--- config.mk ---
export PLATFORM = sky130hd
export DESIGN_NAME = dff_bist
export DESIGN_NICKNAME = d
export VERILOG_FILES = /design/src/rtl/dff_bist.sv
export SDC_FILE = /design/constraint.sdc
export NUM_CORES = 1
export LEC_CHECK = 0
export BUFFER_PORTS_ARGS = -buffer_cell sky130_fd_sc_hd__buf_4
export CORE_ASPECT_RATIO = 0.75
export CORE_UTILIZATION = 30
export DETAILED_ROUTE_END_ITERATION = 10
export GPL_TIMING_DRIVEN = 0
export PLACE_DENSITY = 0.44
export SLEW_MARGIN = 25
export SYNTH_ARGS = -nofsm -noshare
export SYNTH_HDL_FRONTEND = slang
export SYNTH_SLANG_ARGS = --single-unit
--- constraint.sdc ---
create_clock -name clk -period 2.2 [get_ports clk]
set_clock_uncertainty 0.1 [all_clocks]
set_input_delay 0.22 -clock clk [delete_from_list [all_inputs] [get_ports clk]]
set_output_delay 0.22 -clock clk [all_outputs]
set_load 0.01 [all_outputs]
--- src/rtl/dff_bist.sv ---
// dff_bist: six-step BIST sequencer for an async set/reset D flip-flop under test.
// Optional macro DFF_BIST_LOOP_EN: repeats passes while start stays high and adds loop_cnt.
module dff_bist #(
    parameter int unsigned HOLD_CYCLES = 2
) (
    input  logic       clk,
    input  logic       reset_n,
    input  logic       start,
    output logic       dut_d,
    output logic       dut_reset,
    output logic       dut_set,
    input  logic       dut_q,
    output logic       busy,
    output logic       done,
    output logic       pass,
    output logic [5:0] fail_mask,
    output logic [2:0] err_cnt
`ifdef DFF_BIST_LOOP_EN
    ,
    output logic [7:0] loop_cnt
`endif
);

    typedef enum logic [1:0] {S_IDLE, S_RUN, S_DONE} state_t;

    localparam logic [7:0] HOLD_LAST = 8'(HOLD_CYCLES - 1);
    localparam logic [2:0] LAST_STEP = 3'd5;

    state_t     state, state_nx;
    logic [2:0] step, step_nx;
    logic [7:0] hold, hold_nx;
    logic       launch, step_end, pass_end, miss;
    logic       d_nx, rst_nx, set_nx;
    logic       busy_nx, done_nx, pass_nx;
    logic [5:0] mask_nx;
    logic [2:0] err_nx;
`ifdef DFF_BIST_LOOP_EN
    logic [7:0] loop_nx;
`endif

    // Stimulus pins {D, RESET, SET} for each step.
    function automatic logic [2:0] stim_pins(input logic [2:0] s);
        case (s)
            3'd0:    return 3'b010;
            3'd1:    return 3'b100;
            3'd2:    return 3'b000;
            3'd3:    return 3'b001;
            3'd4:    return 3'b110;
            3'd5:    return 3'b001;
            default: return 3'b000;
        endcase
    endfunction

    function automatic logic exp_q(input logic [2:0] s);
        case (s)
            3'd1, 3'd3, 3'd5: return 1'b1;
            default:          return 1'b0;
        endcase
    endfunction

    always_ff @(posedge clk or negedge reset_n) begin
        if (!reset_n) begin
            state <= S_IDLE;
            step  <= '0;
            hold  <= '0;
        end else begin
            state <= state_nx;
            step  <= step_nx;
            hold  <= hold_nx;
        end
    end

    always_comb begin
        launch   = (state != S_RUN) && start;
        step_end = (state == S_RUN) && (hold == HOLD_LAST);
        pass_end = step_end && (step == LAST_STEP);
        state_nx = state;
        step_nx  = step;
        hold_nx  = hold;
        case (state)
            S_IDLE, S_DONE: begin
                if (start) begin
                    state_nx = S_RUN;
                    step_nx  = '0;
                    hold_nx  = '0;
                end
            end
            S_RUN: begin
                if (step_end) begin
                    hold_nx = '0;
                    if (pass_end) begin
                        step_nx = '0;
`ifdef DFF_BIST_LOOP_EN
                        if (!start) state_nx = S_DONE;
`else
                        state_nx = S_DONE;
`endif
                    end else begin
                        step_nx = step + 3'd1;
                    end
                end else begin
                    hold_nx = hold + 8'd1;
                end
            end
            default: state_nx = S_IDLE;
        endcase
    end

    // Next values for the registered outputs; pins follow the step about to be held.
    always_comb begin
        miss    = step_end && (dut_q != exp_q(step));
        mask_nx = fail_mask;
        err_nx  = err_cnt;
        if (launch) begin
            mask_nx = '0;
            err_nx  = '0;
        end else if (miss) begin
            mask_nx = fail_mask | (6'd1 << step);
`ifdef DFF_BIST_LOOP_EN
            err_nx  = (err_cnt == 3'd7) ? err_cnt : err_cnt + 3'd1;
`else
            err_nx  = err_cnt + 3'd1;
`endif
        end
`ifdef DFF_BIST_LOOP_EN
        loop_nx = loop_cnt;
        if (pass_end && (loop_cnt != 8'hFF)) loop_nx = loop_cnt + 8'd1;
`endif
        busy_nx = (state_nx == S_RUN);
        done_nx = (state_nx == S_DONE);
        pass_nx = done_nx && (mask_nx == '0);
        {d_nx, rst_nx, set_nx} = (state_nx == S_RUN) ? stim_pins(step_nx) : 3'b000;
    end

    always_ff @(posedge clk or negedge reset_n) begin
        if (!reset_n) begin
            dut_d     <= 1'b0;
            dut_reset <= 1'b1;
            dut_set   <= 1'b0;
            busy      <= 1'b0;
            done      <= 1'b0;
            pass      <= 1'b0;
            fail_mask <= '0;
            err_cnt   <= '0;
`ifdef DFF_BIST_LOOP_EN
            loop_cnt  <= '0;
`endif
        end else begin
            dut_d     <= d_nx;
            dut_reset <= rst_nx;
            dut_set   <= set_nx;
            busy      <= busy_nx;
            done      <= done_nx;
            pass      <= pass_nx;
            fail_mask <= mask_nx;
            err_cnt   <= err_nx;
`ifdef DFF_BIST_LOOP_EN
            loop_cnt  <= loop_nx;
`endif
        end
    end

endmodule

After elaboration in Yosys (flattened, before gate mapping). Index checks and enable logic that the tools add are counted.

Flip-flop bits (word level): 28. Input port bits: 4. Output and inout bits: 15. Logic and storage cells: 63.

Add/subtract/negate cells: 3. Equal/unequal tests: 15. Shifts and indexed selects: 1. Mux-type cells: 18. Bitwise gates (word level): 1. Reduce and logical (&&, ||, !) cells: 14.

Operator list (count): two-way mux 3 bit (6); two-way mux 8 bit (2); case mux 8 bit (2 select lines) (1); two-way mux 6 bit (2); case mux 3 bit (4 select lines) (1); == test 3 bit (second input constant) (3); adder 8 x 1 -> 8 bit (second input constant) (1); == test 8 x 1 -> 1 bit (second input constant) (1); adder 3 x 1 -> 3 bit (second input constant) (2); == test 3 x 1 -> 1 bit (second input constant) (2); == test 3 x 2 -> 1 bit (second input constant) (2); logical NOT 6 bit (1); two-way mux 2 bit (3); bitwise OR 6 bit (1); case mux 3 bit (2 select lines) (1); << shifter 1 x 3 -> 6 bit (first input constant) (1); logical AND 1 bit (5); == test 2 x 1 -> 1 bit (second input constant) (2); == test 2 bit (second input constant) (2); case mux 2 bit (2 select lines) (1); nonzero test 2 bit (2); OR reduction 2 bit (2); logical NOT 3 bit (1); OR reduction 3 bit (1); other kinds (6) (6).

Logic depth before layout (Yosys ltp). Gate-level depths: netlist (run 1).

Word-level depth: 10. Gate-level depth with buffers: 8. Mapped depth without buffers: 7.

Worst setup path before layout (run 1). OpenSTA, ideal clock, no wires.

Path kind: register to register. Start: register hold[1]. End: register dut_set. Library setup time: 0.133 ns. Arrival time: 1.821 ns. Data required time: 1.967 ns. Setup slack: 0.147 ns. Stages on the path, launching flop included: 8. Path buffers: 0. Clock period less this slack: 2.053 ns. Cells stage by stage: dfrtp_1 inv_1 ha_1 nor3b_1 nand3_1 o311ai_4 xor2_1 nor3_2.

Word-level cells in the longest chain between the ends: 10. Elaborated cells on any way between the ends: 18. Those cells by class: 6 x eq/ne; 8 x mux; 4 x reduce/logical.

RTL lines: from (decl) (line 31) `logic [7:0] hold, hold_nx;`; from (signal assigned) (line 69) `hold <= hold_nx;`; == test 8 x 1 -> 1 bit * (line 75) `step_end = (state == S_RUN) && (hold == HOLD_LAST);`; logical AND 1 bit * (line 75); logical AND 1 bit (line 76) `pass_end = step_end && (step == LAST_STEP);`; two-way mux 3 bit (line 91) `if (pass_end) begin`; two-way mux 3 bit * (line 89) `if (step_end) begin`; case mux 3 bit (2 select lines) * (line 80) `case (state)`; via step_nx[2] (line 30) `logic [2:0] step, step_nx;`; == test 3 bit or == test 3 x 2 -> 1 bit (tied branches) (line 43) `case (s)`; OR reduction 2 bit (no line); case mux 3 bit (4 select lines) * (line 43); two-way mux 3 bit * (line 132) `{d_nx, rst_nx, set_nx} = (state_nx == S_RUN) ? stim_pins(step_nx) : 3'b000;`; via set_nx (line 33) `logic d_nx, rst_nx, set_nx;`; to (signal assigned) (line 151) `dut_set <= set_nx;`; to (decl) (line 11) `output logic dut_set,`.

The timed path passes the listed nets; every way through them passes the cells marked *. A chain may end at the register's enable or synchronous reset.

Worst setup path in the final report (run 1).
Start: register hold[4]. End: register dut_set.

The elaborated chain is that of the path after synthesis.

==> metrics, run 1 <==
GR Util All Layers=0.1423; Nets=189; clock root buffer=clkbuf_8; vias=1180; max-cap viol count=0; die width=83.32 um; Routed Antenna Nets=0; worst r2r path cells=6; drt initial violations=41; Port Buffers=18; Initial Util=0.3235; drt drc=0; DPL Wire Length=roughly 2500 um; Min-Delay Endpoint=fail_mask[4]; # fillers=between 400 and 500; measured slew at the worst slew-check pin=between 0.4 and 0.5 ns; Cell Area, Synth=roughly 0.0015 mm2; vias per cell=5.064; kind of critical path=reg2reg; diode count=0; sequential area share after synthesis=0.4718; vias in the first global route=1117; relative slew slack=0.6692; PwrDens=1247 mW/mm2; CTS clk-pin slew, worst paths=0.10 ns; die area=between 0.005 and 0.006 mm2; hold path depth=4; period utilisation layout=0.9546; wirelength, routed=3485 um; asr flop ratio synth=1.000; drt pass-1 iters=4; Seq cells post-synth=28; H-tree Lvls=1; clk buf depth=2; Die H=62.99 um; largest net degree at the start of global routing=29; post-synth cell types=40; num rows=21; Setup crit end kind=flip-flop; design area=around 0.0018 mm2; fin. max-slew vios=0; Area growth, synth to finish=21.87%; post-synth net total=162; minimum clock period=2.100 ns; CP required=2.29 ns; placed insts=225; CTS buffer count=3; RR Startpoint=hold[4]; worst hold path class=in2reg; Peak VDD IR=0.4919 mV; Reg area=701.9 um2; clock sink count=28; CP Max Fanout=8; unrepaired setup endpoints after global routing=false; post-synthesis cell count=150; layout cell share with drive strength beyond 1=0.2216; Hold WS=roughly 0.17 ns; Peak Freq=476.2 MHz; Lkg Pwr=between 0.8 and 0.9 nW; multi-input logic area=779.5 um2; Yosys Warn Count=0; DP Area=0.001694 mm2; io pins=19; Critical Path Source Type=flip-flop; later-pin clock latency in the skew report=0.28 ns; Final Non-Filler Cells=between 200 and 250; Avg Synthesized Cell Area=9.918 um2; GPL Wtd Cong=approximately 0.78; Core ar.=0.004598 mm2; DR WL/cell=14.96 um; hold wc startpoint=start; CTS tree=built; status=finished, final reports clean; flop2flop setup slack=0.1 ns; Worst R2R End=dut_set; EDFF count, synth=0; count of final setup violators=0; predominant post-synthesis flop cell=dfrtp_1; initial antenna violation count=0; Hold Fails Final Rpt=0; Data arrival, critical path=approximately 2.2 ns; total grt overflow=0; first-pass GRT wire length=5892 um
-- what timing repair did --
action	CTS	global route
setup buffers	0	3
pin swaps	0	4
hold endpoints to repair	27	0
hold buffers	1	0
setup endpoints to repair	3	10
resized for setup	3	6
-- metrics by stage --
stage	setup WS (ns)	power, mW	TNS, ns	utilization
4_1_cts	-0.04607	2.227	-0.07747	0.3845
6_report	0.09998	2.261	0	0.3943
3_5_place_dp	-0.2193	1.913	-0.4033	0.3684
5_1_grt	0.008640	2.468	0	0.3943
2_1_floorplan	0.1465	1.547	0	-
3_3_place_gp	-0.2543	1.915	-0.5076	0.3684
-- where the power goes --
part	leakage [nW]	switching, mW	total (mW)	internal [mW]
combinational	0.425	0.683	1.17	0.486
clock	0.0228	0.158	0.288	0.130
sequential	0.365	0.131	0.803	0.672
total	0.812	0.973	2.26	1.29
-- cell type report --
| type | instances | share of cell area |
|---|---|---|
| plain buffers | 5 | 0.01587 |
| clock buffers | 4 | 0.02484 |
| inverters | 5 | 0.01035 |
| multi-input cells | 112 | 0.4300 |
| flip-flops and latches | 28 | 0.3872 |
| well taps | 57 | 0.03934 |
| repair buffers | 22 | 0.09248 |
-- Yosys cell counts (all sizes together) (2+ instances only) --
cell     n  share of area
a211oi   2          0.010
a21oi    6          0.020
a22o     2          0.012
a31oi    5          0.021
and3     2         0.0084
buf      2          0.011
clkbuf   3         0.0076
dfrtp   27           0.45
ha       8          0.067
inv      5          0.013
nand2   17          0.043
nand2b   2         0.0084
nand3    6          0.020
nor2    15          0.038
nor3     5          0.020
nor3b    3          0.015
nor4     2          0.013
o2111a   2          0.015
o21ai   16          0.056
o311ai   2          0.035
xnor2    2          0.012
xor2     2          0.012
-- critical path: stages, from the launching register on --
cell      delay, ns
dfrtp_1        0.39
buf_6          0.14
or4_4          0.56
o311ai_4       0.31
o311ai_4       0.18
xor2_1         0.20
nor3_2         0.13
-- cell usage in the layout (no fill, tap or decap), types with 3 or more instances in the layout --
cell / count
nor3_1: 3
dfrtp_1: 27
buf_4: 21
clkbuf_1: 3
a21oi_1: 6
nand3_1: 6
nand2_1: 17
a31oi_1: 5
inv_1: 5
o21ai_0: 15
clkbuf_8: 3
ha_1: 8
nor2_1: 15
-- worst max path at each step --
stage / startpoint / end / slack, ns
floorplan: hold[1] / dut_set / 0.15
global placement: hold[1] / dut_set / -0.25
detailed placement: hold[1] / dut_set / -0.22
CTS: hold[1] / dut_d / -0.05
global route: step[1] / dut_set / 0.009
finish: hold[4] / dut_set / 0.1
-- logic make-up (layout without fill, tap and decap cells) --
logic type,count (synthesis),in the layout,synth area share
AOI/OAI and AO/OA,41,41,0.2035
xor gates and xnor gates,4,4,0.02355
adders and majority gates,8,8,0.06729
buffers and inverters,10,36,0.03112
DFF,28,28,0.4718
and+or+nand+nor,59,59,0.2027
-- state kept, by name, indices dropped and copies added, names as in the netlist --
register / flops
hold: 8
fail_mask: 6
err_cnt: 3
step: 3
state: 2
busy: 1
done: 1
dut_d: 1
dut_reset: 1
dut_set: 1
pass: 1
-- per-layer routing --
metal	share of wire	GRT usage	vias to the layer above
li1	-	-	591
met1	0.56	0.2120	570
met2	0.39	0.1947	15
met3	0.031	0.04227	4
met4	0.014	0.04310	0
met5	0	0	-
No activity file was read; power rests on OpenSTA's default activity.
==> run 2, diff against run 1 <==
--- a/config.mk
+++ b/config.mk
@@ -5,6 +5,7 @@
 export SDC_FILE = /design/constraint.sdc
 export NUM_CORES = 1
 export LEC_CHECK = 0
+export ABC_AREA = 1
 export BUFFER_PORTS_ARGS = -buffer_cell sky130_fd_sc_hd__buf_4
 export CORE_ASPECT_RATIO = 0.75
 export CORE_UTILIZATION = 30
==> metrics, run 2 <==
RR Startpoint=step[0]; top post-synthesis cells by count=nand2_1, dfrtp_1, inv_1; CTS buffer count=3; hold wc startpoint=start; clk buf depth=2; max reg flops=8; most numerous cell in the Yosys netlist=nand2_1; relative slew slack=0.7528; Setup crit end kind=flip-flop; flop2flop setup slack=0.22 ns; post-CTS sizing=0; asr flop ratio synth=1.000; drt initial violations=81; delay-heaviest family, CP=simple AND/OR/NAND/NOR gates; DR WL/cell=roughly 12 um; max-cap viol count=0; period utilisation layout=0.9007; Power, Total=2.552 mW; clock sink count=28; Die H=roughly 65 um; most common cell after layout, fill and taps aside=nand2_1; max incr delay on CP=0.44 ns; post-synth cell types=31; Largest regs=hold: 8 flops, fail_mask: 6 flops; post-route setup TNS=0 ns; dpl ws=between 0.2 and 0.25 ns; drt pass-1 iters=4; Hold Fails Final Rpt=0; Seq cells post-synth=28; Avg Synthesized Cell Area=8.181 um2; minimum clock period=1.981 ns; Reg area=701.9 um2; Setup Fix Bufs, Post-CTS=0; CP max-delay cell=dfrtp_1; DP Area=0.001804 mm2; Area growth, synth to finish=17.75%; first-pass GRT wire length=between 6000 and 7000 um; post-synthesis cell count=193; layout cell share with drive strength beyond 1=0.2176; largest net degree at the start of global routing=29; switching fraction of total power=0.4734; Critical path origin=step[0]; io pins=19; internal power=1.344 mW; CP Max Fanout=7; Top reg by flops=hold; CP required=2.28 ns; GR Util All Layers=0.1432; Routed Antenna Nets=0; count of final setup violators=0; vias per cell=approximately 4.5; # fillers=514; wirelength, routed=3437 um; drt drc=0; status=finished, final reports clean; initial antenna violation count=0; kind of critical path=reg2reg; top-area cell type share of the netlist area=0.4279; clock root buffer=clkbuf_8; Initial Util=0.3169; PwrDens=1372 mW/mm2; Gate power share=0.557; sequential area share after synthesis=0.4445; NetSw=between 1 and 1.5 mW; die area=0.005560 mm2; Port Buffers=18; num rows=22; vias in the first global route=1261; sequential power share=0.326; GPL Wtd Cong=0.8122; CP most frequent cell=nor2_1; vias=1292; final worst setup slack=0.2185 ns; most frequent cells in the layout=nand2_1, dfrtp_1, inv_1; post-synth net total=205; multi-input logic area=around 750 um2; predominant post-synthesis flop cell=dfrtp_1; die width=85.77 um; Critical Path Source Type=flip-flop; Nets=between 200 and 250; Cell Area, Synth=around 0.0016 mm2; diode count=0; CP bufs+invs=0; Final Util=0.3732; Core ar.=0.004982 mm2; Data arrival, critical path=between 2 and 2.5 ns; cells along the critical path=ha_1 > ha_1 > nor2_1 > nor2_1 > nor2_4 > nand3_4 > o21bai_1 > nand2_1 > nand3_1 > nor2_1; Yosys Warn Count=0; ranking of synthesized cells by area=dfrtp_1, nand2_1, ha_1; Yosys top cell by area=dfrtp_1; CTS tree=built; design area=0.001859 mm2; Peak VDD IR=0.5508 mV; H-tree Lvls=1; CTS clk-pin slew, worst paths=0.10 ns; DPL Wire Length=2634 um; worst hold path class=in2reg; Peak Freq=a little over 500 MHz; clock network fraction of total power=0.117; Lkg Pwr=0.9663 nW; measured slew at the worst slew-check pin=about 0.37 ns; unrepaired setup endpoints after global routing=false; fin. max-slew vios=0; EDFF count, synth=0; later-pin clock latency in the skew report=0.28 ns; total grt overflow=0
[run 2: changes by cell type after synthesis, moves of 4 or more]
| cell | before | now |
|---|---|---|
| inv_1 | 5 | 26 |
| nand2_2 | 0 | 6 |
| o21ai_0 | 15 | 6 |
| inv_2 | 0 | 5 |
| nor2_2 | 0 | 4 |
| nand2_1 | 17 | 45 |
[run 2: kinds of logic (layout without fill, tap and decap cells)]
group / count (synthesis) / in the layout / share of synthesized area
AND/OR/NAND/NOR: 94 / 94 / 0.2940
buffers and inverters: 32 / 55 / 0.07845
AO/OA/AOI/OAI: 28 / 28 / 0.1030
flip-flops: 28 / 28 / 0.4445
adder cells (fa/ha/maj): 8 / 8 / 0.06339
XOR/XNOR: 3 / 3 / 0.01664
[run 2: layout make-up]
cell class	count	area share
multi-input cells	133	0.4051
flip-flops and latches	28	0.3775
repair buffers	19	0.07806
inverters	31	0.06258
well taps	72	0.04845
clock buffers	4	0.02423
plain buffers	1	0.004038
[run 2: worst reg2reg max path: cells and delay by family (launching register included)]
family | cells | cell delay [ns]
AOI/OAI and AO/OA | 1 | 0.14
adders and majority gates | 2 | 0.43
DFF | 1 | 0.44
and+or+nand+nor | 7 | 0.77
[run 2: power by group through the flow]
stage / sequential (mW) / combinational (mW) / clock, mW
floorplan: 0.860 / 1.00 / 0
global placement: 0.841 / 1.42 / 0
detailed placement: 0.843 / 1.43 / 0
CTS: 0.833 / 1.44 / 0.311
global route: 0.861 / 1.62 / 0.330
finish: 0.832 / 1.42 / 0.298
[run 2: timing repair]
action	4_1_cts	5_1_grt
endpoints found under the setup margin	0	0
hold buffers	1	0
endpoints found under the hold margin	27	0
[run 2: path summary, 6_finish.rpt]
path | end | depth (start not counted)
max in group asynchronous | dut_reset | 2
worst max-delay path | pass | 10
worst min-delay path | busy | 3
worst min register to register | err_cnt[2] | 2
worst max register to register | pass | 10
min in group asynchronous | hold[2] | 2
[run 2: per-layer routing]
| metal | vias to the layer above | track usage | wire (um) |
|---|---|---|---|
| met5 | - | 0 | 0 |
| met4 | 0 | 0.03125 | 22 |
| met3 | 2 | 0.03822 | 159 |
| met2 | 27 | 0.2030 | 1363 |
| met1 | 593 | 0.2155 | 1893 |
| li1 | 670 | - | - |
[run 2: stage by stage]
step	hold WS [ns]	cells
CTS	0.1475	288
global route	0.1512	288
global placement	0.06666	283
detailed placement	0.07276	283
floorplan	-0.1756	193
finish	0.1486	288
